$ cat src/rtl/spike_rate_decoder.sv
// Spike-train to rate decoder: counts rising edges per lane over a programmable
// window and latches the counts into a result bank read through a lane mux.
module spike_rate_decoder #(
  parameter int LANES = 8,
  parameter int CNT_W = 8,
  parameter int WIN_W = 16
) (
  input  logic                     clk,
  input  logic                     rst,
  input  logic [LANES-1:0]         spike,
  input  logic [WIN_W-1:0]         win_len,
  input  logic                     start,
  input  logic                     stop,
  input  logic                     cont,
  input  logic [$clog2(LANES)-1:0] sel,
  output logic [CNT_W-1:0]         rate_out,
  output logic                     sat_out,
  output logic                     valid,
  output logic                     busy
);

  typedef enum logic {IDLE, RUN} state_t;

  localparam logic [CNT_W-1:0] CNT_MAX = '1;

  state_t            state, state_nxt;
  logic [LANES-1:0]  spike_q;
  logic [LANES-1:0]  evt;
  logic [WIN_W-1:0]  win_cnt;
  logic [CNT_W-1:0]  acc     [LANES];
  logic [CNT_W-1:0]  acc_nxt [LANES];
  logic [LANES-1:0]  sat, sat_nxt;
  logic [CNT_W-1:0]  result  [LANES];
  logic [LANES-1:0]  res_sat;
  logic              do_load;
  logic              do_finish;

  assign evt = spike & ~spike_q;

  // Per-lane saturating increment; the next values also feed the bank on the
  // last window cycle so that cycle's events are included.
  always_comb begin
    for (int i = 0; i < LANES; i++) begin
      acc_nxt[i] = acc[i];
      sat_nxt[i] = sat[i];
      if (evt[i]) begin
        if (acc[i] == CNT_MAX) sat_nxt[i] = 1'b1;
        else                   acc_nxt[i] = acc[i] + CNT_W'(1);
      end
    end
  end

  always_ff @(posedge clk or posedge rst) begin
    if (rst) state <= IDLE;
    else     state <= state_nxt;
  end

  // stop has priority over both start and window completion.
  always_comb begin
    state_nxt = state;
    do_load   = 1'b0;
    do_finish = 1'b0;
    case (state)
      IDLE: begin
        if (start && !stop && (win_len != '0)) begin
          do_load   = 1'b1;
          state_nxt = RUN;
        end
      end
      RUN: begin
        if (stop) begin
          state_nxt = IDLE;
        end else if (win_cnt == WIN_W'(1)) begin
          do_finish = 1'b1;
          if (cont && (win_len != '0)) do_load   = 1'b1;
          else                         state_nxt = IDLE;
        end
      end
      default: state_nxt = IDLE;
    endcase
  end

  // valid is a one-cycle strobe with no ready: the bank changed on the edge
  // just before it, and the bank stays stable until the next strobe.
  always_ff @(posedge clk or posedge rst) begin
    if (rst) begin
      spike_q <= '0;
      win_cnt <= '0;
      valid   <= 1'b0;
      sat     <= '0;
      res_sat <= '0;
      for (int i = 0; i < LANES; i++) begin
        acc[i]    <= '0;
        result[i] <= '0;
      end
    end else begin
      spike_q <= spike;
      valid   <= do_finish;
      if (do_load) begin
        win_cnt <= win_len;
        sat     <= '0;
        for (int i = 0; i < LANES; i++) acc[i] <= '0;
      end else if (state == RUN) begin
        win_cnt <= win_cnt - WIN_W'(1);
        sat     <= sat_nxt;
        for (int i = 0; i < LANES; i++) acc[i] <= acc_nxt[i];
      end
      if (do_finish) begin
        res_sat <= sat_nxt;
        for (int i = 0; i < LANES; i++) result[i] <= acc_nxt[i];
      end
    end
  end

  assign busy     = (state == RUN);
  assign rate_out = (int'(sel) < LANES) ? result[sel] : '0;
  assign sat_out  = (int'(sel) < LANES) ? res_sat[sel] : 1'b0;

endmodule
$ cat config.mk
export PLATFORM = sky130hd
export DESIGN_NAME = spike_rate_decoder
export DESIGN_NICKNAME = d
export VERILOG_FILES = /design/src/rtl/spike_rate_decoder.sv
export SDC_FILE = /design/constraint.sdc
export NUM_CORES = 1
export LEC_CHECK = 0
export ABC_AREA = 1
export CORE_UTILIZATION = 40
export CTS_BUF_LIST = sky130_fd_sc_hd__clkbuf_8
export DETAILED_ROUTE_END_ITERATION = 10
export PLACE_DENSITY = 0.64
export SYNTH_ARGS = -nofsm -noshare
export SYNTH_HDL_FRONTEND = slang
export SYNTH_SLANG_ARGS = --single-unit
$ cat constraint.sdc
create_clock -name clk -period 5.9 [get_ports clk]
set_input_delay 1.18 -clock clk [delete_from_list [all_inputs] [get_ports clk]]
set_output_delay 1.18 -clock clk [all_outputs]
set_load 0.005 [all_outputs]
Word level (Yosys, flattened, before mapping). Cells that the tools add are included.

Bits in registers: 170. Input port bits: 32. Word-level logic and storage cells: 106.

Equality and inequality tests: 9. Add/subtract/negate cells: 9. Magnitude comparators: 2. Reductions and logical operators: 6. Bitwise logic cells: 4. Mux-type cells: 54.

Operators with widths (number): $mux 8 (20); $mux 64 (2); $add 8x1->8 const B (8); $eq 8x8->1 const B (8); $mux 16 (2); $mux 1 (26); $bmux 8 s3 (1); $eq 16x1->1 const B (1); $reduce_bool 16->1 (1); $sub 16x1->16 const B (1); $and 8x8->8 (1); $not 8->8 (1); $ge 4x4->1 const B (1); $lt 3x4->1 const B (1); $not 3->4 (1); $pmux 1 s2 (2); $bmux 1 s3 (1); $logic_and 1x1->1 (3); $reduce_bool 2->1 (1); $logic_not 1->1 (1); $not 1->1 (1).

Depth between registers and ports, before layout. Gate-level depths: netlist (run 1).

Word-level depth: 7. Mapped depth: 14. Gate-level depth less buffers: 13.

Worst setup path before layout (run 1). Ideal clock, no wire load.

Path kind: input -> output. Start: input port sel[0]. End: output port rate_out[0]. Slack: 2.612 ns. Stages: 6. Data required time: 4.720 ns. Arrival: 2.108 ns. Cell sequence: clkbuf_1 > clkbuf_1 > nor2_1 > nor2_1 > o21ai_0 > a31oi_1.

Word-level cells in the longest chain between the ends: 4.

Ends and longest elaborated chain: start, declared (line 15) `input logic [$clog2(LANES)-1:0] sel,`; $not 3->4 (implied by the code) (line 116) `assign rate_out = (int'(sel) < LANES) ? result[sel] : '0;`; $bmux 8 s3 (line 116); $mux 8 (implied by the code) (2 in series) (line 116); end, declared (line 16) `output logic [CNT_W-1:0] rate_out,`.

No other way between the ends. The select of a mux whose other input is x is not followed.

Final worst setup path (run 1).
Start: input port sel[0]. End: output port sat_out.

Word-level cells in the longest chain between the ends: 2.

Ends and longest elaborated chain: $bmux 1 s3 (line 117) `assign sat_out = (int'(sel) < LANES) ? res_sat[sel] : 1'b0;`; $mux 1 (implied by the code) (line 117); end, declared (line 17) `output logic sat_out,`.

No other way between the ends. The select of a mux whose other input is x is not followed.

==> qor.yml, run 1 <==
status: "complete, no violations"
grt_pass1_wl_um: 39100
max_stage_delay_ps: 630
syn_avg_cell_area_um2: 7.16
grtUsageTotal: 0.203
synthCells: 1314
hp-class: "reg -> reg"
worstPathArrival_ps: 3680
combPwrFrac: 0.198
dieHeight_um: 155
area.growth.synth_to_final_pct: 10.4
yosysSeqAreaShare: 0.452
antenna_left: 0
synth_fa_ha_area_frac: 0.0133
clk_path_buf_depth: 2
fin_skew_ps: 27.2
cts_tree: "built"
cts_hold_buffers: 0
ys_top_cells_by_count: "nand2_1 (467), dfrtp_1 (170), inv_1 (140)"
r2r-start: "win_cnt[1]"
crit_start: "sel[0]"
overflow: 0
nets: 1370
core_mm2: 0.0228
p_total_uw: 2700
setup_viol: 0
p_clk_frac: 0.301
cp.required_ps: 4720
tightest_slew_ps: 1140
io_pins: 43
cp-end-kind: "output pin"
clock.fmax_ghz: 0.206
p_switching_uw: 902
p_int_uw: 1790
yosys_warnings: 0
die_w_um: 155
numClockSinks: 170
synth_top_area_share: 0.452
muxShareOfSynthArea: 0
ff2ff_setup_slack_ps: 3120
rsz0062_at_grt: "false"
maxSlewHeadroom: 0.238
ir_worst_vdd_mv: 0.171
crit_path_start_kind: "input pin"
synth_xor_xnor_area_share: 0.0149
ys_types: 31
power.leakage_uw: 0.00498
port_buffers: 42
powerDensity_mw_per_mm2: 260
placed_cell_area_mm2: 0.0100
initial_core_util: 0.412
num_rows: 55
synth_area_leader_cell: "dfrtp_1"
synth_edf_count: 0
synthesis.nets: 1356
drt_first_pass_iters: 7
place_congestion: 0.815
critPathBufInv: 3
cts_root_buf: "clkbuf_8"
layout-drive-gt1-share: 0.0410
reg2reg_depth: 12
syn_area_mm2: 0.00941
ys_ff_latch: 170
yosysMostFrequentCell: "nand2_1"
crit_top_cell: "clkdlybuf4s50_1"
antenna_found_initial: 0
finalHoldViolCount: 0
synthArstFlopShare: 1.00
clkLatencyLatePin_ps: 470
routed_wl_um: 23100
via_count: 8377
grt_max_degree: 83
cap_violations: 0
ys.flop_type: "dfrtp_1"
first_global_vias: 7692
fin_crit_ps: 4860
cp_max_fo: 35
antennaDiodeCount: 0
finalSetupTns_ps: 0
synth_top_family_by_area: "simple AND/OR/NAND/NOR gates"
route.detailed.drc: 0
htree_levels: 4
post-cts-setup-buffer-count: 0
cp.depth: 6
ys_top_cells_by_area: "dfrtp_1 (45%), nand2_1 (19%), inv_1 (5.6%)"
worstSetupPathType: "in -> out"
maxSlewViolCount: 0
dieArea_mm2: 0.0241
cts_resized: 0
numCtsBuffers: 17
via_per_inst: 5.07
synthSimpleGateAreaFrac: 0.332
endpoint: "sat_out"
final_area_mm2: 0.0104
drtIter0Drc: 616
netSwitchingFraction: 0.335
critPathSlowestCell: "clkinv_1"
synth_compound_area_frac: 0.101
clk_pin_slew_ps: 90
min_period_over_period: 0.824
cp_top_family: "buffers and inverters"
wl_per_cell_um: 14.0
rr_endpoint: "acc[47]"
power_frac_seq: 0.502
path_cells: "clkdlybuf4s50_1 -> clkinv_1 -> o21ai_0 -> a21oi_1 -> a31oi_1 -> clkdlybuf4s50_1"
dp_hpwl_um: 15400
how the worst min path moves through the flow:
stage,from,end,slack [ps],depth (start not counted)
after floorplan,result[12],result[12],440,2
after global routing,res_sat[6],res_sat[6],530,2
final,result[38],result[38],490,2
after detailed placement,result[38],result[38],470,2
after CTS,result[38],result[38],490,2
after global placement,result[39],result[39],470,2
final cells by class:
class / count / area, um^2
multi-input combinational: 944 / 4340
fill: 2356 / 12500
timing repair buffer: 50 / 480
inverter: 145 / 552
tap: 313 / 392
sequential: 170 / 4250
clock inverter: 14 / 139
clock buffer: 17 / 234
metrics by stage:
step / util / hold WS, ps / std cells / setup slack, ps
5_1_grt: 0.455 / 528 / 1653 / 859
4_1_cts: 0.455 / 491 / 1653 / 1030
3_5_place_dp: 0.438 / 469 / 1622 / 1050
2_1_floorplan: - / 444 / 1314 / 117
3_3_place_gp: 0.438 / 465 / 1622 / 1080
6_report: 0.455 / 489 / 1653 / 1040
power by group through the flow:
stage | logic, uW | clock network (uW) | registers [uW]
global placement | 529 | 0 | 1370
CTS | 539 | 834 | 1350
detailed placement | 537 | 0 | 1370
finish | 533 | 811 | 1350
floorplan | 401 | 0 | 1350
global route | 617 | 879 | 1370
registers in the layout (all words and copies together), names as in the netlist:
signal	flops
spike_q	8
busy	1
win_cnt	16
result	64
acc	64
valid	1
res_sat	8
sat	8
tightest hold or removal path, stage by stage (launching register included):
cell and delay [ps]:
dfrtp_1 350, nand2_1 50, o21ai_0 60
placed cells by master, fill, tap and decap left out, types with 2 or more instances in the layout:
cell             Yosys  routed
nor3_1               2       2
xor2_1              10      10
nor2_1              91      91
o22ai_1             13      13
nand3_1            105     105
o21ai_0             75      75
ha_1                10      10
xnor2_1              6       6
a31oi_1              9       9
o21ai_1             62      62
nand3b_1             7       7
clkdlybuf4s50_1      0      42
clkinv_1             3       3
nor3_2               6       6
and2_1               2       2
dfrtp_1            170     170
a21oi_1             18      18
buf_4                9       8
clkbuf_8             0      17
clkinvlp_4           0       3
nand2_1            467     466
nor2_2               2       2
inv_1              140     139
inv_6                0       5
nand4_1             54      54
clkinv_4             0       4
routing by layer:
| layer | vias up | GRT usage | share of wire |
|---|---|---|---|
| met2 | 170 | 0.305 | 0.44 |
| met5 | - | 0 | 0 |
| met1 | 3913 | 0.301 | 0.51 |
| met3 | 14 | 0.0331 | 0.039 |
| met4 | 0 | 0.0546 | 0.0094 |
| li1 | 4280 | - | - |
logic make-up (layout without fill, tap and decap cells):
kind of cell	count (synthesis)	after routing
fa+ha+maj	10	10
simple gates	738	738
compound gates	180	180
xor+xnor	16	16
flops	170	170
buf+inv	200	226
No activity file was read; power rests on OpenSTA's default activity.
==> run 2, diff against run 1 <==
--- a/config.mk
+++ b/config.mk
@@ -9,7 +9,7 @@
 export CORE_UTILIZATION = 40
 export CTS_BUF_LIST = sky130_fd_sc_hd__clkbuf_8
 export DETAILED_ROUTE_END_ITERATION = 10
-export PLACE_DENSITY = 0.64
+export PLACE_DENSITY = 0.62
 export SYNTH_ARGS = -nofsm -noshare
 export SYNTH_HDL_FRONTEND = slang
 export SYNTH_SLANG_ARGS = --single-unit
==> constraint.sdc (replaced) <==
create_clock -name clk -period 5.1 [get_ports clk]
set_input_delay 1.02 -clock clk [delete_from_list [all_inputs] [get_ports clk]]
set_output_delay 1.02 -clock clk [all_outputs]
set_load 0.005 [all_outputs]
==> run 2 against run 1 <==
Total power increased by 19%. Cell area increased by 0.59%. Register-to-register slack got worse by 810 ps. Flip-flop and latch count unchanged. Sequential power increased by 16%. Clock-buffer cell count increased by 1. Sequential share of layout area decreased by 0.24 points. Highest routed layer is now met5.
==> qor.yml, run 2 (synthesized netlist as in run 1, its figures left out) <==
antenna_left: 0
final_cell_mix: "nand2_1 (466), dfrtp_1 (170), inv_1 (140)"
die_w_um: 155
drtIter0Drc: 557
via_count: 8377
setup_viol: 0
setup_ws_ps: 553
antenna_found_initial: 1
worstHoldPathCells: 2
route.detailed.drc: 0
cts_tree: "built"
numCtsBuffers: 17
grt_max_degree: 75
rsz0062_at_grt: "false"
clk_pin_slew_ps: 90
overflow: 0
first_global_vias: 7692
dp_hpwl_um: 15700
clock.fmax_ghz: 0.220
r2r-start: "win_cnt[1]"
power.leakage_uw: 0.00502
place_congestion: 0.846
cp-end-kind: "output pin"
post-cts-setup-buffer-count: 0
reg2reg_depth: 14
routed_wl_um: 23400
wl_per_cell_um: 14.1
tightest_slew_ps: 875
fin_skew_ps: 15.4
nets: 1374
powerDensity_mw_per_mm2: 306
maxSlewViolCount: 0
worstSetupPathType: "in -> out"
cts_hold_buffers: 0
cts_resized: 0
grt_pass1_wl_um: 39500
clk_path_buf_depth: 2
dieArea_mm2: 0.0241
dpl_worst_slack_ps: 580
io_pins: 43
maxSlewHeadroom: 0.414
initial_core_util: 0.412
cp.required_ps: 4080
top_regs: "acc: 64 flops, result: 64 flops, win_cnt: 16 flops"
crit_path_start_kind: "input pin"
hp-class: "reg -> reg"
finalHoldViolCount: 0
finalSetupTns_ps: 0
status: "complete, no violations"
ir_worst_vdd_mv: 0.183
core_mm2: 0.0228
num_rows: 55
htree_levels: 4
hold_path_end: "result[12]"
min_period_over_period: 0.892
min_from: "result[12]"
ff2ff_setup_slack_ps: 2310
port_buffers: 42
numClockSinks: 170
cap_violations: 0
clkLatencyLatePin_ps: 470
antennaDiodeCount: 0
dieHeight_um: 155
area.growth.synth_to_final_pct: 11.1
worstPathArrival_ps: 3530
drt_first_pass_iters: 5
cts_root_buf: "clkbuf_8"
via_per_inst: 5.05
grtUsageTotal: 0.206
final_common_cell: "nand2_1"
fin_crit_ps: 4550
rr_endpoint: "win_cnt[0]"
layout-drive-gt1-share: 0.0439
cp_max_fo: 30
==> run 2: cell count changes in the layout (fill, tap and decap cells not counted), sizes merged <==
cell,change
buf,+4
clkinv,-2
inv,+2
bufinv,+1
clkbuf,+1
clkinvlp,-1
==> run 2: final cells by class <==
class	count	area (um^2)
multi-input cells	944	4340
clock buffers	18	248
well taps	313	392
inverters	145	551
flip-flops and latches	170	4250
repair buffers	54	510
fillers	2399	12400
clock inverters	14	158
==> run 2: worst max-delay path by stage <==
stage | startpoint | to | slack, ps | cells past startpoint
finish | sel[0] | rate_out[2] | 550 | 8
global route | sel[0] | rate_out[1] | 390 | 8
CTS | sel[0] | rate_out[2] | 580 | 8
detailed placement | sel[0] | rate_out[2] | 580 | 8
global placement | sel[0] | rate_out[1] | 620 | 8
floorplan | rst | acc[0] | 1910 | 1
==> run 2: power by group <==
group	total (uW)	switching [uW]	leakage (uW)	internal (uW)
logic	625	392	0.00258	233
clock network	1010	549	0.000209	460
registers	1560	112	0.00223	1450
total	3200	1050	0.00502	2150
==> run 2: stage by stage <==
step                      utilization  total power [uW]  instance area, um^2  instances  hold WS, ps
after floorplan                     -              2030                 9420       1314          444
after global placement          0.440              2200                10000       1626          468
after detailed placement        0.440              2220                10000       1626          465
after CTS                       0.458              3230                10500       1658          487
after global routing            0.458              3390                10500       1658          512
final                           0.458              3200                10500       1658          487
==> run 2: worst max-delay path: stages <==
cell,delay [ps]
clkdlybuf4s50_1,560
clkinv_1,590
a21oi_1,330
o21ai_0,120
nand2_1,90
nor2_1,40
a31oi_1,240
clkdlybuf4s50_1,550
==> run 2: layer usage <==
layer  GRT usage  wire length, um  vias up
met5           0               15        -
li1            -                -     4298
met4      0.0504              208        2
met3      0.0331              851       18
met2       0.316            10300      147
met1       0.302            12000     3912
==> run 3, diff against run 2 <==
--- a/config.mk
+++ b/config.mk
@@ -6,10 +6,11 @@
 export NUM_CORES = 1
 export LEC_CHECK = 0
 export ABC_AREA = 1
+export CORE_ASPECT_RATIO = 1.75
 export CORE_UTILIZATION = 40
 export CTS_BUF_LIST = sky130_fd_sc_hd__clkbuf_8
 export DETAILED_ROUTE_END_ITERATION = 10
-export PLACE_DENSITY = 0.62
+export PLACE_DENSITY = 0.59
 export SYNTH_ARGS = -nofsm -noshare
 export SYNTH_HDL_FRONTEND = slang
 export SYNTH_SLANG_ARGS = --single-unit
==> run 3 against run 2 <==
Largest power group unchanged. Global-route usage grew 1.3 points. Non-clock buffer count down 4. Clock skew hardly changed. Critical path type unchanged. Register-to-register slack better by 420 ps. Worst hold slack better by 9.1 ps. Critical endpoint is now rate_out[7]. Clock-buffer cell count increased by 2. Via count shrank 0.11%.
==> qor.yml, run 3 (synthesized netlist as in run 1, its figures left out) <==
status: "complete, no violations"
clk_pin_slew_ps: 80
ir_worst_vdd_mv: 0.154
cp_max_fo: 35
setup_viol: 0
worstSetupPathType: "in -> out"
multi_input_area_mm2: 0.00434
power.leakage_uw: 0.00501
maxSlewViolCount: 0
drtIter0Drc: 420
htree_levels: 4
powerDensity_mw_per_mm2: 304
finalHoldViolCount: 0
via_count: 8368
stdcell_count: 1640
num-fill-cells: 2386
place_congestion: 0.860
antenna_left: 0
first_global_vias: 8199
cts_resized: 0
crit_path_start_kind: "input pin"
power_frac_seq: 0.496
io_pins: 43
placed_cells: 1609
clkLatencyLatePin_ps: 500
p_int_uw: 2150
dieHeight_um: 205
layout-drive-gt1-share: 0.0381
dp_hpwl_um: 17000
initial_core_util: 0.411
route.detailed.drc: 0
port_buffers: 42
grt_max_degree: 171
grtUsageTotal: 0.219
wl_per_cell_um: 15.1
p_total_uw: 3160
cp.required_ps: 4080
die_w_um: 118
numCtsBuffers: 17
seqCellArea_mm2: 0.00425
combPwrFrac: 0.200
p_clk_frac: 0.304
num_rows: 73
worstPathArrival_ps: 3350
via_per_inst: 5.10
numClockSinks: 170
dieArea_mm2: 0.0242
final_area_mm2: 0.0104
finalSetupTns_ps: 0
fin_crit_ps: 4370
antenna_found_initial: 0
area.growth.synth_to_final_pct: 10.4
netSwitchingFraction: 0.320
grt_pass1_wl_um: 41400
drt_first_pass_iters: 5
clk_path_buf_depth: 2
post-cts-setup-buffer-count: 0
nets: 1370
fin_skew_ps: 15.8
antennaDiodeCount: 0
hp-class: "reg -> reg"
core_mm2: 0.0229
min_period_over_period: 0.857
tightest_slew_ps: 1030
clock.fmax_ghz: 0.229
final_cell_mix: "nand2_1 (466), dfrtp_1 (170), inv_1 (143)"
placed_cell_area_mm2: 0.0100
cts_root_buf: "clkbuf_8"
cap_violations: 0
routed_wl_um: 24700
maxSlewHeadroom: 0.316
overflow: 0
p_switching_uw: 1010
final_common_cell: "nand2_1"
cp-end-kind: "output pin"
cts_hold_buffers: 0
rsz0062_at_grt: "false"
cts_tree: "built"
top_regs: "acc: 64 flops, result: 64 flops, win_cnt: 16 flops"
-- run 3: power groups by stage --
stage          Combinational [uW]  Sequential [uW]  Clock, uW
2_1_floorplan                 464             1560          0
3_3_place_gp                  630             1590          0
3_5_place_dp                  639             1590          0
4_1_cts                       641             1560        990
5_1_grt                       726             1590       1040
6_report                      632             1570        958
-- run 3: cell type report --
| type | count | area share |
|---|---|---|
| multi-input cells | 944 | 0.418 |
| flip-flops and latches | 170 | 0.409 |
| inverters | 145 | 0.0530 |
| repair buffers | 50 | 0.0474 |
| well taps | 300 | 0.0361 |
| clock buffers | 20 | 0.0265 |
| clock inverters | 11 | 0.0102 |
-- run 3: final timing paths --
check	from	end	slack [ps]	cells after the start
worst max register to register	win_cnt[1]	win_cnt[0]	2730	13
min in group asynchronous	rst	acc[53]	1060	3
worst max-delay path	sel[0]	rate_out[7]	730	8
max in group asynchronous	rst	result[39]	3220	3
worst min register to register	result[13]	result[13]	500	2
worst min-delay path	result[13]	result[13]	500	2
-- run 3: stage by stage --
stage,setup slack (ps),util,hold WS (ps)
3_3_place_gp,780,0.437,469
6_report,727,0.453,496
2_1_floorplan,1910,-,444
3_5_place_dp,730,0.437,472
5_1_grt,516,0.453,523
4_1_cts,725,0.453,494
-- run 3: worst max-delay path: stages --
cell and delay (ps):
clkdlybuf4s50_1 480, clkinv_1 580, a21oi_1 320, o21ai_0 110, nand2_1 90, nor2_1 40, a31oi_1 170, clkdlybuf4s50_1 530
-- run 3: metal layers --
layer / up-vias / GRT usage / routed length [um]
li1: 4258 / - / -
met1: 3942 / 0.249 / 10300
met2: 123 / 0.394 / 12800
met3: 45 / 0.0362 / 596
met4: 0 / 0.112 / 997
met5: - / 0 / 0
